### config.mk
export PLATFORM = sky130hd
export DESIGN_NAME = exp_batch_driver_flat
export DESIGN_NICKNAME = d
export VERILOG_FILES = /design/src/rtl/exp_pkg.sv /design/src/rtl/exp_batch_driver_if.sv /design/src/rtl/exp_result_fifo.sv /design/src/rtl/exp_batch_driver.sv /design/src/flat_wrapper.sv
export SDC_FILE = /design/constraint.sdc
export NUM_CORES = 1
export LEC_CHECK = 0
export CAP_MARGIN = 25
export CORE_ASPECT_RATIO = 0.8
export CORE_MARGIN = 2
export CORE_UTILIZATION = 35
export CTS_CLUSTER_DIAMETER = 40
export DETAILED_ROUTE_END_ITERATION = 8
export SLEW_MARGIN = 20
export SYNTH_ARGS = -nofsm -noshare
export SYNTH_HDL_FRONTEND = slang
export SYNTH_SLANG_ARGS = --single-unit
### constraint.sdc
create_clock -name clk -period 2.6 [get_ports clk]
set_input_delay 0.78 -clock clk [delete_from_list [all_inputs] [get_ports clk]]
set_output_delay 0.78 -clock clk [all_outputs]
set_load 0.05 [all_outputs]
### src/rtl/exp_pkg.sv
// Shared types and default widths for the exponential engine and its batch driver.
package exp_pkg;

  localparam int EXP_XW = 16;
  localparam int EXP_YW = 16;

  typedef enum logic [1:0] {
    S_IDLE,
    S_START,
    S_ARM,
    S_WAIT
  } drv_state_t;

endpackage

### src/rtl/exp_batch_driver_if.sv
// Sample stream, result stream and engine start/done signals of the batch driver.
interface exp_batch_driver_if
  import exp_pkg::*;
#(
  parameter int XW = EXP_XW,
  parameter int YW = EXP_YW
);

  logic          in_valid;
  logic          in_ready;
  logic [XW-1:0] in_x;
  logic          out_valid;
  logic          out_ready;
  logic [YW-1:0] out_y;
  logic          eng_start;
  logic [XW-1:0] eng_x;
  logic          eng_done;
  logic [YW-1:0] eng_result;

  // master is the driver's view; slave is the source/consumer/engine side
  modport master (
    input  in_valid, in_x, out_ready, eng_done, eng_result,
    output in_ready, out_valid, out_y, eng_start, eng_x
  );

  modport slave (
    output in_valid, in_x, out_ready, eng_done, eng_result,
    input  in_ready, out_valid, out_y, eng_start, eng_x
  );

endinterface

### src/rtl/exp_result_fifo.sv
// Small show-ahead synchronous FIFO holding engine results until the consumer takes them.
module exp_result_fifo
  import exp_pkg::*;
#(
  parameter int WIDTH = EXP_YW,
  parameter int DEPTH = 4
) (
  input  logic             clk,
  input  logic             rst,
  input  logic             push,
  input  logic [WIDTH-1:0] push_data,
  input  logic             pop,
  output logic             full,
  output logic             empty,
  output logic [WIDTH-1:0] head
);

  localparam int AW = $clog2(DEPTH);

  logic [AW-1:0]    wr_ptr_reg;
  logic [AW-1:0]    rd_ptr_reg;
  logic [AW:0]      count_reg;
  logic [WIDTH-1:0] entry_data [DEPTH];
  logic             do_push;
  logic             do_pop;

  assign empty   = (count_reg == '0);
  assign full    = (count_reg == (AW + 1)'(DEPTH));
  assign do_pop  = pop & ~empty;
  // a full FIFO can still take a push when the head leaves in the same cycle
  assign do_push = push & (~full | do_pop);
  assign head    = empty ? '0 : entry_data[rd_ptr_reg];

  for (genvar gi = 0; gi < DEPTH; gi++) begin : g_entry
    logic [WIDTH-1:0] data_reg;

    always_ff @(posedge clk) begin
      if (rst) begin
        data_reg <= '0;
      end else if (do_push && (wr_ptr_reg == AW'(gi))) begin
        data_reg <= push_data;
      end
    end

    assign entry_data[gi] = data_reg;
  end

  always_ff @(posedge clk) begin
    if (rst) begin
      wr_ptr_reg <= '0;
      rd_ptr_reg <= '0;
      count_reg  <= '0;
    end else begin
      if (do_push) wr_ptr_reg <= wr_ptr_reg + AW'(1);
      if (do_pop)  rd_ptr_reg <= rd_ptr_reg + AW'(1);
      case ({do_push, do_pop})
        2'b10:   count_reg <= count_reg + (AW + 1)'(1);
        2'b01:   count_reg <= count_reg - (AW + 1)'(1);
        default: count_reg <= count_reg;
      endcase
    end
  end

endmodule

### src/rtl/exp_batch_driver.sv
// Feeds x samples to the exp engine one at a time and queues its results for the consumer.
// Optional watchdog on a hung engine: define EXP_DRV_TIMEOUT_EN.
module exp_batch_driver
  import exp_pkg::*;
#(
  parameter int XW             = EXP_XW,
  parameter int YW             = EXP_YW,
  parameter int START_CYCLES   = 2,
  parameter int FIFO_DEPTH     = 4,
  parameter int TIMEOUT_CYCLES = 255
) (
  input  logic                clk,
  input  logic                rst,
  exp_batch_driver_if.master  bus,
  output logic                busy,
  output logic                err_timeout
);

  localparam int SCW = (START_CYCLES > 1) ? $clog2(START_CYCLES) : 1;

  drv_state_t    state_reg, state_next;
  logic [XW-1:0] x_reg, x_next;
  logic [SCW-1:0] start_cnt_reg, start_cnt_next;
  logic          start_last;
  logic          in_ready_int;
  logic          push;
  logic          fifo_full;
  logic          fifo_empty;
  logic          timeout_hit;

`ifdef EXP_DRV_TIMEOUT_EN
  localparam int TCW = $clog2(TIMEOUT_CYCLES + 1);

  logic [TCW-1:0] to_cnt_reg;
  logic           err_reg;

  // a completion in the final allowed cycle still wins over the timeout
  assign timeout_hit = ((state_reg == S_ARM) || ((state_reg == S_WAIT) && !bus.eng_done)) &&
                       (to_cnt_reg == TCW'(TIMEOUT_CYCLES - 1));

  always_ff @(posedge clk) begin
    if (rst) begin
      to_cnt_reg <= '0;
      err_reg    <= 1'b0;
    end else begin
      if ((state_reg == S_START) && (state_next == S_ARM)) begin
        to_cnt_reg <= '0;
      end else if ((state_reg == S_ARM) || (state_reg == S_WAIT)) begin
        to_cnt_reg <= to_cnt_reg + TCW'(1);
      end
      if (timeout_hit) err_reg <= 1'b1;
    end
  end

  assign err_timeout = err_reg;
`else
  assign timeout_hit = 1'b0;
  assign err_timeout = 1'b0;
`endif

  assign start_last   = (start_cnt_reg == SCW'(START_CYCLES - 1));
  assign in_ready_int = (state_reg == S_IDLE) & bus.eng_done & ~fifo_full & ~err_timeout;

  always_ff @(posedge clk) begin
    if (rst) begin
      state_reg     <= S_IDLE;
      x_reg         <= '0;
      start_cnt_reg <= '0;
    end else begin
      state_reg     <= state_next;
      x_reg         <= x_next;
      start_cnt_reg <= start_cnt_next;
    end
  end

  always_comb begin
    state_next     = state_reg;
    x_next         = x_reg;
    start_cnt_next = start_cnt_reg;
    push           = 1'b0;
    case (state_reg)
      S_IDLE: begin
        if (bus.in_valid && in_ready_int) begin
          x_next         = bus.in_x;
          start_cnt_next = '0;
          state_next     = S_START;
        end
      end
      S_START: begin
        if (start_last) state_next = S_ARM;
        else            start_cnt_next = start_cnt_reg + SCW'(1);
      end
      // done still high here just means the engine has not picked up the start yet
      S_ARM: begin
        if (timeout_hit)        state_next = S_IDLE;
        else if (!bus.eng_done) state_next = S_WAIT;
      end
      S_WAIT: begin
        if (bus.eng_done) begin
          push       = 1'b1;
          state_next = S_IDLE;
        end else if (timeout_hit) begin
          state_next = S_IDLE;
        end
      end
      default: state_next = S_IDLE;
    endcase
  end

  exp_result_fifo #(
    .WIDTH (YW),
    .DEPTH (FIFO_DEPTH)
  ) u_fifo (
    .clk       (clk),
    .rst       (rst),
    .push      (push),
    .push_data (bus.eng_result),
    .pop       (bus.out_ready),
    .full      (fifo_full),
    .empty     (fifo_empty),
    .head      (bus.out_y)
  );

  assign bus.in_ready  = in_ready_int;
  assign bus.out_valid = ~fifo_empty;
  assign bus.eng_start = (state_reg == S_START);
  assign bus.eng_x     = x_reg;
  assign busy          = (state_reg != S_IDLE);

endmodule

### src/flat_wrapper.sv
// flat-port wrapper written by rule: the top's interface ports become plain ports
module exp_batch_driver_flat import exp_pkg::*;
#(
  parameter int XW             = EXP_XW,
  parameter int YW             = EXP_YW,
  parameter int START_CYCLES   = 2,
  parameter int FIFO_DEPTH     = 4,
  parameter int TIMEOUT_CYCLES = 255
)
  (clk, rst, busy, err_timeout, bus_in_valid, bus_in_x, bus_out_ready, bus_eng_done, bus_eng_result, bus_in_ready, bus_out_valid, bus_out_y, bus_eng_start, bus_eng_x);
  exp_batch_driver_if #(.XW(XW), .YW(YW)) bus_i ();
  input  logic clk;
  input  logic rst;
  output logic busy;
  output logic err_timeout;
  input wire logic [$bits(bus_i.in_valid)-1:0] bus_in_valid;
  input wire logic [$bits(bus_i.in_x)-1:0] bus_in_x;
  input wire logic [$bits(bus_i.out_ready)-1:0] bus_out_ready;
  input wire logic [$bits(bus_i.eng_done)-1:0] bus_eng_done;
  input wire logic [$bits(bus_i.eng_result)-1:0] bus_eng_result;
  output wire logic [$bits(bus_i.in_ready)-1:0] bus_in_ready;
  output wire logic [$bits(bus_i.out_valid)-1:0] bus_out_valid;
  output wire logic [$bits(bus_i.out_y)-1:0] bus_out_y;
  output wire logic [$bits(bus_i.eng_start)-1:0] bus_eng_start;
  output wire logic [$bits(bus_i.eng_x)-1:0] bus_eng_x;
  assign bus_i.in_valid = bus_in_valid;
  assign bus_i.in_x = bus_in_x;
  assign bus_i.out_ready = bus_out_ready;
  assign bus_i.eng_done = bus_eng_done;
  assign bus_i.eng_result = bus_eng_result;
  assign bus_in_ready = bus_i.in_ready;
  assign bus_out_valid = bus_i.out_valid;
  assign bus_out_y = bus_i.out_y;
  assign bus_eng_start = bus_i.eng_start;
  assign bus_eng_x = bus_i.eng_x;
  exp_batch_driver #(.XW(XW), .YW(YW), .START_CYCLES(START_CYCLES), .FIFO_DEPTH(FIFO_DEPTH), .TIMEOUT_CYCLES(TIMEOUT_CYCLES)) u_core (.clk(clk), .rst(rst), .bus(bus_i), .busy(busy), .err_timeout(err_timeout));
endmodule
==> impl_metrics.py <==
metrics = {
    "power": {
        "finalPower_mw": 3.483,
        "power_density_mw_per_mm2": 651.9,
        "peakVddDrop_uv": 266.2,
        "p_leak_nw": 1.852,
    },
    "final_layout": {
        "antenna-diode-count": 0,
        "nNetsFinal": 593,
        "final_common_cell": "nand2_1",
        "final_cell_area_mm2": 0.005343,
        "final_cell_mix": "nand2_1, dfxtp_1, a21oi_1",
        "utilization": 0.4692,
        "finalNonFillerCells": 700,
        "drive_gt1_frac": 0.1612,
        "area_growth_pct": 31.83,
        "largest_register_ffs": 64,
    },
    "timing": {
        "fin_crit_ns": 2.549,
        "fmax_mhz": 392.4,
        "setup_violations": 0,
        "fin_hold_ws_ns": 0.4524,
        "fin_crit_sh": 0.9803,
        "fin_skew_ns": 0.01143,
        "tightestPinTransition_ns": 0.5467,
        "slew_headroom": 0.6355,
        "rsz0062_at_grt": "no",
        "finalHoldViolCount": 0,
        "finalMaxSlewViolations": 0,
    },
    "critical_path": {
        "crit_arrival_ns": 1.77,
        "critPathKind": "reg2out",
        "cp_data_required_time_ns": 1.82,
        "critPathMaxFanout": 7,
        "start_kind": "flip-flop",
        "worst_setup_path_end_kind": "output pin",
    },
    "route": {
        "first_pass_iters": 4,
        "ant_nets": 0,
        "drt-vias-per-instance": 4.976,
        "drc": 0,
        "wl_per_cell_um": 14.88,
        "vias": 3483,
        "drtIter0Drc": 240,
        "wl_mm": 10.42,
    },
    "placement": {
        "gp_congestion": 0.7248,
        "hpwl_mm": 6.767,
        "portBuffers": 72,
        "dpl_cell_area_mm2": 0.004992,
        "dp.cells": 681,
    },
    "global_route": {
        "grt_max_degree": 69,
        "grt_pass1_vias": 3401,
        "grt_pass1_wl_mm": 16.89,
        "grt_overflow_total": 0,
        "antenna_found_initial": 0,
        "track_usage": 0.1676,
    },
    "synthesis": {
        "synth_fp_nets": 520,
        "synth_edf_count": 0,
        "yosys-top-cells-area": "dfxtp_1, nand2_1, a21oi_1",
        "synth_cells": 474,
        "ys_seq_area_frac": 0.4446,
        "synth_top_area_share": 0.4446,
        "synth_area_per_cell_um2": 8.550,
        "yosysWarnings": 0,
        "synth_cell_types": 40,
        "ys_ff_latch": 90,
        "synth_area_mm2": 0.004053,
        "yosysTopAreaCell": "dfxtp_1",
        "ys_async_sr_fraction": 0,
        "synth_top_flop_cell": "dfxtp_1",
    },
    "die": {
        "die_x_um": 124.3,
        "die_h_um": 100.2,
        "core_area_mm2": 0.01139,
        "dieArea_mm2": 0.01246,
        "num_rows": 35,
        "initial_core_util": 0.3559,
        "io_pins": 74,
    },
    "status": {
        "status": "finished clean",
    },
    "cts": {
        "cts_sinks": 90,
        "cts_max_level": 3,
        "tritoncts": "done",
        "worst_skew_pair.late_latency_ns": 0.34,
        "cts_buffer_depth": 2,
        "clk_pin_slew_ns": 0.07,
        "clock-root-buffer": "clkbuf_16",
        "cts_made_buffers": 9,
    },
    "hold_path": {
        "min_path_type": "reg2reg",
    },
    "flow_run": {
        "drv_cap": 0,
    },
}
metal layers:
layer,GRT usage,part of all wire,up-vias
met4,0.05359,0.0097,0
met3,0.02399,0.043,7
met2,0.2842,0.48,72
li1,-,-,1730
met1,0.2230,0.46,1674
met5,0,0,-
kinds of logic (layout without fill, tap and decap cells):
| logic type | after synthesis | after routing | synth area share |
|---|---|---|---|
| muxes | 18 | 18 | 0.09447 |
| DFF | 90 | 90 | 0.4446 |
| other | 1 | 1 | 0.0009253 |
| xor gates and xnor gates | 4 | 4 | 0.008646 |
| buffers and inverters | 44 | 122 | 0.06514 |
| AOI/OAI and AO/OA | 96 | 96 | 0.1257 |
| and+or+nand+nor | 212 | 212 | 0.2309 |
| adders and majority gates | 9 | 9 | 0.02964 |
synthesized netlist by cell type (2+ instances only):
master,count
mux4_2,16
inv_1,8
buf_2,7
and3_4,4
nand3_1,4
ha_1,8
nand3_2,4
xnor2_1,2
dfxtp_1,90
clkbuf_1,13
and2_1,18
buf_6,9
nor2_1,9
buf_4,6
nand2_1,164
xor2_1,2
mux2_1,2
a21oi_1,86
per-stage QoR:
step / TNS (ns) / worst slack (ns)
after floorplan: 0 / 0.1503
after global placement: 0 / 0.02113
after detailed placement: -0.03288 / -0.03288
after CTS: 0 / 0.007822
after global routing: 0 / 0.005427
final: 0 / 0.05128
worst max-delay path, stage by stage (launching register included):
cell and delay (ns):
dfxtp_2 0.38, buf_12 0.15, mux4_2 0.53, and2_1 0.18, buf_4 0.18
where the power goes:
part           internal, mW  switching (mW)
Combinational         0.270           0.425
Sequential             1.43          0.0336
Clock                 0.759           0.567
Total                  2.46            1.03
what timing repair did:
item                       in CTS  in global routing
resized for setup               1                  2
setup endpoints to repair      12                  3
gates cloned                    0                  1
hold buffers                    0                  0
buffers inserted                1                  1
final timing paths:
| kind | from | end | slack, ns | cells after the start |
|---|---|---|---|---|
| hold reg to reg | u_core.u_fifo.g_entry[2].data_reg[9] | u_core.u_fifo.g_entry[2].data_reg[9] | 0.45 | 2 |
| setup / recovery | u_core.u_fifo.rd_ptr_reg[0] | bus_out_y[4] | 0.05 | 4 |
| setup reg to reg | u_core.state_reg[0] | u_core.u_fifo.count_reg[2] | 0.55 | 8 |
| hold / removal | u_core.u_fifo.g_entry[2].data_reg[9] | u_core.u_fifo.g_entry[2].data_reg[9] | 0.45 | 2 |
cell type report:
cell class / instances / area, µm²
clock inverters: 6 / 75.07
inverters: 8 / 30.03
fillers: 1099 / 6043
multi-input cells: 340 / 1987
well taps: 148 / 185.2
flip-flops and latches: 90 / 1804
clock buffers: 10 / 229.0
repair buffers: 98 / 1032
(Power assumes the default switching activity.)
